## src/rtl/fetch_prefetch_if.sv

```systemverilog
// Bundle of the execute-side fetch handshake and the memory fetch port.
//
// Handshake semantics:
//   execute side : ifetch is raised with pc and held (pc stable) until idone
//                  pulses for one cycle; ins/ifault are valid in that cycle.
//   memory side  : mem_req is raised with mem_addr and both stay stable until
//                  the cycle in which mem_ack is high; mem_rdata/mem_fault are
//                  valid only in that mem_ack cycle.
interface fetch_prefetch_if #(
   parameter int VA = 16
);
   logic [VA-2:0] pc;
   logic          ifetch;
   logic [15:0]   ins;
   logic          idone;
   logic          ifault;
   logic          iready;
   logic          mem_req;
   logic [VA-2:0] mem_addr;
   logic          mem_ack;
   logic [15:0]   mem_rdata;
   logic          mem_fault;

   modport slave (
      input  pc, ifetch, mem_ack, mem_rdata, mem_fault,
      output ins, idone, ifault, iready, mem_req, mem_addr
   );

   modport master (
      output pc, ifetch, mem_ack, mem_rdata, mem_fault,
      input  ins, idone, ifault, iready, mem_req, mem_addr
   );
endinterface

```

## src/rtl/fetch_prefetch.sv

```systemverilog
// Instruction prefetch stage: streams sequential halfword instruction words
// from memory into a small queue and hands them to execute on request.
// A pc discontinuity flushes the queue and refetches from the new pc.
// Optional macro PREFETCH_BYPASS_EN: when the queue is empty and the word
// execute is waiting for arrives from memory, deliver it directly instead
// of pushing it (saves one cycle of miss latency).
module fetch_prefetch #(
   parameter int RV    = 16,
   parameter int VA    = RV,
   parameter int DEPTH = 4
) (
   input  logic                 clk,
   input  logic                 reset,
   fetch_prefetch_if.slave      bus,
   output logic                 dbg_state
);
   localparam int AW = VA - 1;
   localparam int IW = $clog2(DEPTH);
   localparam int PW = IW + 1;

   typedef enum logic [0:0] {IDLE = 1'b0, REQ = 1'b1} state_e;

   state_e        state_q, state_d;
   logic [AW-1:0] fpc_q, fpc_d;
   logic [AW-1:0] redir_q, redir_d;
   logic          drop_q, drop_d;
   logic          halt_q, halt_d;
   logic [15:0]   ins_q, ins_d;
   logic          idone_q, idone_d;
   logic          ifault_q, ifault_d;
   logic [PW-1:0] wr_ptr_q, wr_ptr_d;
   logic [PW-1:0] rd_ptr_q, rd_ptr_d;

   logic [AW-1:0] q_addr_q  [DEPTH];
   logic [15:0]   q_data_q  [DEPTH];
   logic          q_fault_q [DEPTH];

   logic          push;
   logic          empty, full;
   logic [AW-1:0] head_addr;
   logic [15:0]   head_data;
   logic          head_fault;
   logic          req_ok, hit, redirect, bypass;

   function automatic logic is_full(input logic [PW-1:0] w, input logic [PW-1:0] r);
      return (w[IW] != r[IW]) && (w[IW-1:0] == r[IW-1:0]);
   endfunction

   assign empty      = (wr_ptr_q == rd_ptr_q);
   assign full       = is_full(wr_ptr_q, rd_ptr_q);
   assign head_addr  = q_addr_q[rd_ptr_q[IW-1:0]];
   assign head_data  = q_data_q[rd_ptr_q[IW-1:0]];
   assign head_fault = q_fault_q[rd_ptr_q[IW-1:0]];

   // Execute only looks at ifetch when no delivery happened last cycle.
   assign req_ok   = bus.ifetch && !idone_q;
   assign hit      = req_ok && !empty && (head_addr == bus.pc);
   assign redirect = req_ok && (empty ? (fpc_q != bus.pc) : (head_addr != bus.pc));
`ifdef PREFETCH_BYPASS_EN
   assign bypass   = req_ok && empty && (state_q == REQ) && bus.mem_ack && !drop_q
                     && (fpc_q == bus.pc);
`else
   assign bypass   = 1'b0;
`endif

   assign bus.ins      = ins_q;
   assign bus.idone    = idone_q;
   assign bus.ifault   = ifault_q;
   assign bus.iready   = hit;
   assign bus.mem_req  = (state_q == REQ);
   assign bus.mem_addr = fpc_q;
   assign dbg_state    = (state_q == REQ);

   // Next-state: delivery, fetch FSM, queue pointers, then redirect override.
   always_comb begin
      state_d  = state_q;
      fpc_d    = fpc_q;
      redir_d  = redir_q;
      drop_d   = drop_q;
      halt_d   = halt_q;
      ins_d    = ins_q;
      idone_d  = 1'b0;
      ifault_d = 1'b0;
      push     = 1'b0;
      wr_ptr_d = wr_ptr_q;
      rd_ptr_d = rd_ptr_q + PW'(hit);

      if (hit) begin
         idone_d  = 1'b1;
         ifault_d = head_fault;
         ins_d    = head_fault ? 16'h0000 : head_data;
      end
      if (bypass) begin
         idone_d  = 1'b1;
         ifault_d = bus.mem_fault;
         ins_d    = bus.mem_fault ? 16'h0000 : bus.mem_rdata;
      end

      case (state_q)
         IDLE: begin
            // A queued or delivered fault stops prefetch until a redirect.
            if (!full && !halt_q) state_d = REQ;
         end
         REQ: begin
            if (bus.mem_ack) begin
               if (drop_q) begin
                  drop_d = 1'b0;
                  fpc_d  = redir_q;
               end else begin
                  fpc_d    = fpc_q + AW'(1);
                  push     = !bypass;
                  wr_ptr_d = wr_ptr_q + PW'(push);
                  if (bus.mem_fault) halt_d = 1'b1;
                  if (bus.mem_fault || is_full(wr_ptr_d, rd_ptr_d)) state_d = IDLE;
               end
            end
         end
         default: state_d = IDLE;
      endcase

      // Redirect wins over any push; an ack in the same cycle is discarded.
      if (redirect) begin
         push     = 1'b0;
         wr_ptr_d = '0;
         rd_ptr_d = '0;
         halt_d   = 1'b0;
         state_d  = REQ;
         if ((state_q == REQ) && !bus.mem_ack) begin
            drop_d  = 1'b1;
            redir_d = bus.pc;
            fpc_d   = fpc_q;
         end else begin
            drop_d  = 1'b0;
            fpc_d   = bus.pc;
         end
      end
   end

   // Control and output registers with synchronous active-low reset.
   always_ff @(posedge clk) begin
      if (!reset) begin
         state_q  <= IDLE;
         fpc_q    <= '0;
         redir_q  <= '0;
         drop_q   <= 1'b0;
         halt_q   <= 1'b0;
         ins_q    <= '0;
         idone_q  <= 1'b0;
         ifault_q <= 1'b0;
         wr_ptr_q <= '0;
         rd_ptr_q <= '0;
      end else begin
         state_q  <= state_d;
         fpc_q    <= fpc_d;
         redir_q  <= redir_d;
         drop_q   <= drop_d;
         halt_q   <= halt_d;
         ins_q    <= ins_d;
         idone_q  <= idone_d;
         ifault_q <= ifault_d;
         wr_ptr_q <= wr_ptr_d;
         rd_ptr_q <= rd_ptr_d;
      end
   end

   // Queue storage; emptiness lives in the pointers so no reset is needed.
   always_ff @(posedge clk) begin
      if (push) begin
         q_addr_q[wr_ptr_q[IW-1:0]]  <= fpc_q;
         q_data_q[wr_ptr_q[IW-1:0]]  <= bus.mem_rdata;
         q_fault_q[wr_ptr_q[IW-1:0]] <= bus.mem_fault;
      end
   end
endmodule

```

## src/flat_wrapper.sv

```systemverilog
// flat-port wrapper written by rule: the top's interface ports become plain ports
module fetch_prefetch_flat 
#(
   parameter int RV    = 16,
   parameter int VA    = RV,
   parameter int DEPTH = 4
)
  (clk, reset, dbg_state, bus_pc, bus_ifetch, bus_mem_ack, bus_mem_rdata, bus_mem_fault, bus_ins, bus_idone, bus_ifault, bus_iready, bus_mem_req, bus_mem_addr);
  fetch_prefetch_if #(.VA(VA)) bus_i ();
  input  logic clk;
  input  logic reset;
  output logic dbg_state;
  input wire logic [$bits(bus_i.pc)-1:0] bus_pc;
  input wire logic [$bits(bus_i.ifetch)-1:0] bus_ifetch;
  input wire logic [$bits(bus_i.mem_ack)-1:0] bus_mem_ack;
  input wire logic [$bits(bus_i.mem_rdata)-1:0] bus_mem_rdata;
  input wire logic [$bits(bus_i.mem_fault)-1:0] bus_mem_fault;
  output wire logic [$bits(bus_i.ins)-1:0] bus_ins;
  output wire logic [$bits(bus_i.idone)-1:0] bus_idone;
  output wire logic [$bits(bus_i.ifault)-1:0] bus_ifault;
  output wire logic [$bits(bus_i.iready)-1:0] bus_iready;
  output wire logic [$bits(bus_i.mem_req)-1:0] bus_mem_req;
  output wire logic [$bits(bus_i.mem_addr)-1:0] bus_mem_addr;
  assign bus_i.pc = bus_pc;
  assign bus_i.ifetch = bus_ifetch;
  assign bus_i.mem_ack = bus_mem_ack;
  assign bus_i.mem_rdata = bus_mem_rdata;
  assign bus_i.mem_fault = bus_mem_fault;
  assign bus_ins = bus_i.ins;
  assign bus_idone = bus_i.idone;
  assign bus_ifault = bus_i.ifault;
  assign bus_iready = bus_i.iready;
  assign bus_mem_req = bus_i.mem_req;
  assign bus_mem_addr = bus_i.mem_addr;
  fetch_prefetch #(.RV(RV), .VA(VA), .DEPTH(DEPTH)) u_core (.clk(clk), .reset(reset), .bus(bus_i), .dbg_state(dbg_state));
endmodule
```

## config.mk

```make
export PLATFORM = sky130hd
export DESIGN_NAME = fetch_prefetch_flat
export DESIGN_NICKNAME = d
export VERILOG_FILES = /design/src/rtl/fetch_prefetch_if.sv /design/src/rtl/fetch_prefetch.sv /design/src/flat_wrapper.sv
export SDC_FILE = /design/constraint.sdc
export NUM_CORES = 1
export LEC_CHECK = 0
export CAP_MARGIN = 20
export CORE_UTILIZATION = 45
export CTS_CLUSTER_DIAMETER = 50
export DETAILED_ROUTE_END_ITERATION = 16
export PLACE_DENSITY = 0.64
export SYNTH_ARGS = -nofsm -noshare
export SYNTH_HDL_FRONTEND = slang
export SYNTH_SLANG_ARGS = --single-unit
```

## constraint.sdc

```tcl
create_clock -name clk -period 8 [get_ports clk]
set_input_delay 1.2 -clock clk [delete_from_list [all_inputs] [get_ports clk]]
set_output_delay 1.2 -clock clk [all_outputs]
set_load 0.01 [all_outputs]
```

## After elaboration in Yosys (flattened, before gate mapping)

Memories as Yosys holds them, arrays and structs flattened. A register that Yosys moved wholly into a read port is not among the register bits.
Cells that the tools add are included.
W data, S select, Z words.

- Flip-flop bits (word level): 57
- Bits in writable memories: 128
- Input port bits: 36
- Logic and storage cells: 78
- Memories: 3

Memory list:

| name | depth | bits a word | read ports | clocked after memory_dff | wr ports | line | text |
|---|---|---|---|---|---|---|---|
| u_core.q_data_q | 4 | 16 | 1 | 1 | 1 | fetch_prefetch.sv:35 | `logic [15:0] q_data_q [DEPTH];` |
| u_core.q_addr_q | 4 | 15 | 1 | 1 | 1 | fetch_prefetch.sv:34 | `logic [AW-1:0] q_addr_q [DEPTH];` |
| u_core.q_fault_q | 4 | 1 | 1 | 1 | 1 | fetch_prefetch.sv:36 | `logic q_fault_q [DEPTH];` |

- $add $sub $neg: 3
- Eq/ne operators: 9
- Mux-type cells: 27
- Bitwise operators: 3
- Reductions and logical operators: 23

Operators with widths:

| kind | count |
|---|---|
| $mux W15 | 5 |
| $ne A15 B15 Y1 | 2 |
| $mux W1 | 17 |
| $mux W16 | 1 |
| $add A15 B1 Y15 const B | 1 |
| $eq A15 B15 Y1 | 1 |
| $logic_and A1 B1 Y1 | 8 |
| $mux W2 | 3 |
| $reduce_and A2 Y1 | 3 |
| $reduce_and A3 Y1 | 2 |
| $logic_not A1 Y1 | 5 |
| $eq A2 B2 Y1 | 2 |
| $reduce_and A4 Y1 | 1 |
| $reduce_bool A2 Y1 | 2 |
| $add A3 B1 Y3 | 1 |
| $add A3 B1 Y3 const B | 1 |
| $eq A3 B3 Y1 | 1 |
| $not A1 Y1 | 3 |
| $ne A1 B1 Y1 | 2 |
| $ne A2 B2 Y1 const B | 1 |
| $pmux W1 S2 | 1 |
| $reduce_or A2 Y1 | 1 |
| $logic_or A1 B1 Y1 | 1 |

## Logic depth before layout (Yosys ltp)

- Depth after elaboration: 13
- Mapped depth: 16

## Worst setup path before layout

Ideal clock, no wire load.

- Path kind: input port to flip-flop
- Start point: input bus_pc[5]
- End point: memory u_core.q_addr_q[3][0] in the netlist's numbering, enable pin
- Library setup time: 392 ps
- Arrival: 3,341 ps
- Path slack: 4,267 ps
- Cell stages on the path: 8
- Path buffers: 2
- Cell sequence: clkbuf_1 > xor2_1 > nor4_1 > nand3_1 > and2_1 > o21ai_4 > buf_4 > and3_1

- Word-level cells in the longest chain between the ends: 6
- Elaborated cells on any way between the ends: 7
- Classes of those cells: eq/ne: 2; mux: 4; reduce/logical: 1

Ends and longest elaborated chain:

| item | line | text |
|---|---|---|
| start, declared | flat_wrapper.sv:13 | `input wire logic [$bits(bus_i.pc)-1:0] bus_pc;` |
| $ne A15 B15 Y1 | fetch_prefetch.sv:58 | `assign redirect = req_ok && (empty ? (fpc_q != bus.pc) : (head_addr != bus.pc));` |
| $mux W1 * | fetch_prefetch.sv:58 |  |
| $logic_and A1 B1 Y1 * | fetch_prefetch.sv:58 |  |
| $mux W1 * | fetch_prefetch.sv:122 | `if (redirect) begin` |
| $mux W1 * | fetch_prefetch.sv:168 | `if (push) begin` |
| $mux W1 (not written as such) * | fetch_prefetch.sv:169 | `q_addr_q[wr_ptr_q[IW-1:0]] <= fpc_q;` |
| end, declared | fetch_prefetch.sv:34 |  |

Mark *: on every way between the ends. The rest lies on a longest branch, timed or not.

## Worst setup path in the final report

- Start point: register u_core.rd_ptr_q[0]
- End point: output bus_iready

- Word-level cells in the longest chain between the ends: 4

Ends and longest elaborated chain:

| item | line | text |
|---|---|---|
| start, declared | fetch_prefetch.sv:32 | `logic [PW-1:0] rd_ptr_q, rd_ptr_d;` |
| start signal, assigned | fetch_prefetch.sv:162 | `rd_ptr_q <= rd_ptr_d;` |
| $eq A3 B3 Y1 | fetch_prefetch.sv:49 | `assign empty = (wr_ptr_q == rd_ptr_q);` |
| $logic_not A1 Y1 | fetch_prefetch.sv:57 | `assign hit = req_ok && !empty && (head_addr == bus.pc);` |
| $logic_and A1 B1 Y1 (2 in series) | fetch_prefetch.sv:57 |  |
| end, declared | flat_wrapper.sv:21 | `output wire logic [$bits(bus_i.iready)-1:0] bus_iready;` |

No other way between the ends.

==> qor.csv <==
stage,metric,value,unit
outcome,status,"finished, final reports clean",
critical_path,reg2reg path depth,9,
yosys,Cell variety after synth,43,
power,Lkg Pwr,0.00322,uW
placement,detailed placement HPWL,10200,um
critical_path,Reg2Reg Capture Point,u_core.q_data_q[0][11]$_DFFE_PP_,
finish,Area Overhead vs Synth,18.1,%
yosys,cell taking the most area after synthesis,edfxtp_1,
grt,first-pass GRT wire length,25100,um
yosys,Post-synth top flop,edfxtp_1,
sta,Slew @ Worst Pin,1090,ps
finish,share of cells above drive strength 1,0.129,
clocking,H-tree levels,4,
grt,GRT Overall Usage,0.188,
floorplan,num rows,48,
sta,max-slew violations,0,
clocking,clk slew on worst S/H paths,70,ps
yosys,Post-Syn Instances,574,
floorplan,Die Ht,135,um
critical_path,R2R Setup Slk,3140,ps
clocking,Root Driver,clkbuf_16,
hold_path,Hold Path Sink,u_core.bus.ins[0]$_SDFFE_PN0N_,
run,max-cap viol count,0,
detailed_routing,via count,4721,
yosys,post-synthesis sequential area ratio,0.630,
clocking,post-cts resize count,0,
sta,minimum clock period,5120,ps
finish,antenna diode instance count,0,
critical_path,worst path required time,6800,ps
clocking,clock latency on the worst-skew pair,430,ps
sta,Max-Slew Margin vs Limit,0.275,
floorplan,die footprint,18100,um^2
yosys,Synth warnings,0,
critical_path,launching point of the worst reg2reg path,u_core.rd_ptr_q[0]$_SDFF_PP0_,
clocking,CTS tree,built,
finish,"most common cell after layout, fill and taps aside",edfxtp_1,
sta,Hold Fails Final Rpt,0,
hold_path,HP Start,u_core.bus.ins[0]$_SDFFE_PN0N_,
critical_path,CP Launch Type,register,
yosys,post-synthesis register bit count,185,
sta,unrepaired setup endpoints after global routing,no,
yosys,Post-synth EDFFs,128,
critical_path,CP Capture Type,output pin,
hold_path,Hold Path Stages,2,
grt,vias in the first global route,4670,
detailed_routing,post-route ant nets,0,
yosys,"Net Count, Synth",617,
detailed_routing,per-cell routed wire length,18.0,um
floorplan,Top-Level Pins,72,
grt,largest net degree at the start of global routing,55,
finish,Finished Layout Cells,878,
placement,Placer Congestion,0.809,
grt,gr ovfl total,0,
clocking,hold_buf cts,0,
sta,Achievable Freq,195,MHz
sta,setup TNS,0,ps
floorplan,Core Region,17200,um^2
placement,Cell Count Post-Placement,845,
detailed_routing,DR pass1 iterations,4,
grt,antenna violations before repair,0,
hold_path,HP Class,register to register,
clocking,Post-CTS Repair Setup Buffers,0,
floorplan,Initial Utilization,0.459,
power,PwrDens,213,nW/um^2
placement,port buffer count,71,
floorplan,Die X-Extent,135,um
detailed_routing,Post-Route WL,15800,um
clocking,TritonCTS Buffers,17,
detailed_routing,drc violations,0,
sta,Hold WS,451,ps
clocking,CTS sink cnt,185,
sta,Final Cycle Share,0.640,
detailed_routing,Avg Vias per Cell,5.38,
critical_path,Crit path arrival time,3920,ps
critical_path,Setup Crit Path Kind,register to output pin,
yosys,Post-Syn Area per Cell,13.8,um^2
sta,Worst Clk Skew,10.8,ps
yosys,area share of the largest cell type after synthesis,0.486,
yosys,Synth async-reset ratio,0,
finish,most frequent cells in the layout,"edfxtp_1 (128), clkdlybuf4s50_1 (71), nand2_1 (56), dfxtp_1 (56), o21ai_0 (51)",
finish,Filler cells,1404,
power,worst vdd ir,169,uV
clocking,worst-case clock buffer depth,2,
sta,"Setup violations, final",0,
finish,Nets,683,
yosys,Mapped Area,7910,um^2
critical_path,CP max FO,28,
yosys,Synth area leaders,"edfxtp_1 (49%), dfxtp_1 (14%), mux4_2 (8.3%), xor2_1 (3.4%), o21ai_0 (3.2%)",
detailed_routing,Iter 0 DRT Violations,321,
## synth_stat cells, types with 14 or more instances
master / number
a21oi_1: 19
and3_1: 14
clkbuf_1: 15
dfxtp_1: 57
edfxtp_1: 128
inv_1: 23
mux2i_1: 22
mux4_2: 29
nand2_1: 56
nand3_1: 23
o21ai_0: 51
xnor2_1: 23
xor2_1: 31
## metal layers
metal,global-route usage,share of wire
met1,0.257,0.46
met4,0.0599,0.011
met3,0.0458,0.046
met5,0,0
met2,0.296,0.48
## metrics by stage
| step | util | power, uW | setup WS (ps) | area [um^2] |
|---|---|---|---|---|
| global route | 0.542 | 2060 | 2590 | 9340 |
| detailed placement | 0.509 | 1220 | 3050 | 8770 |
| floorplan | - | 1160 | 4270 | 7910 |
| CTS | 0.541 | 2010 | 2760 | 9320 |
| global placement | 0.509 | 1220 | 3130 | 8770 |
| finish | 0.542 | 1990 | 2880 | 9340 |
## state kept, by name, indices dropped and copies added (netlist names)
register and count:
u_core.bus.idone 1, u_core.bus.ifault 1, u_core.q_data_q 64, u_core.rd_ptr_q 3, u_core.bus.mem_addr 15, u_core.bus.mem_req 1, u_core.halt_q 1, u_core.q_addr_q 60
u_core.q_fault_q 4, u_core.bus.ins 16, u_core.drop_q 1, u_core.redir_q 15, u_core.wr_ptr_q 3
## kinds of logic after synthesis
kind of cell / after synthesis / synth area share
buf+inv: 56 / 0.0358
fa+ha+maj: 7 / 0.0111
flops: 185 / 0.630
simple gates: 126 / 0.0782
compound gates: 92 / 0.0681
xor+xnor: 54 / 0.0598
mux: 54 / 0.117
## worst max-delay path, cell delays in order, from the launching register on
cell             delay, ps
dfxtp_2                540
buf_4                  540
mux4_2                 610
xor2_1                 170
nor4_2                 270
o211ai_1               200
nor4_4                 510
clkdlybuf4s50_1        620
## how the worst max path moves through the flow
stage                                        startpoint                               to  slack, ps  cells past startpoint
after floorplan                               bus_pc[5]  u_core.q_addr_q[3][0]$_DFFE_PP_       4270                      8
after global placement                        bus_pc[5]  u_core.q_data_q[0][7]$_DFFE_PP_       3130                      8
after detailed placement  u_core.rd_ptr_q[0]$_SDFF_PP0_  u_core.q_data_q[0][7]$_DFFE_PP_       3050                      9
after CTS                 u_core.rd_ptr_q[0]$_SDFF_PP0_                       bus_iready       2760                      7
after global routing      u_core.rd_ptr_q[0]$_SDFF_PP0_                       bus_iready       2590                      7
final                     u_core.rd_ptr_q[0]$_SDFF_PP0_                       bus_iready       2880                      7
## area by class of cell
| type | instances | area, um^2 | share of cell area |
|---|---|---|---|
| clock buffer | 19 | 433 | 0.0464 |
| sequential | 185 | 4990 | 0.534 |
| tap | 225 | 282 | 0.0302 |
| inverter | 23 | 86.3 | 0.00925 |
| multi-input combinational | 333 | 2650 | 0.283 |
| timing repair buffer | 80 | 786 | 0.0842 |
| clock inverter | 13 | 118 | 0.0126 |
## power breakdown
part / internal (uW) / switching, uW / total [uW]
combinational: 63.9 / 66.0 / 130
sequential: 1040 / 28.6 / 1070
clock: 432 / 354 / 786
total: 1540 / 448 / 1990
No activity file was read; power rests on OpenSTA's default activity.
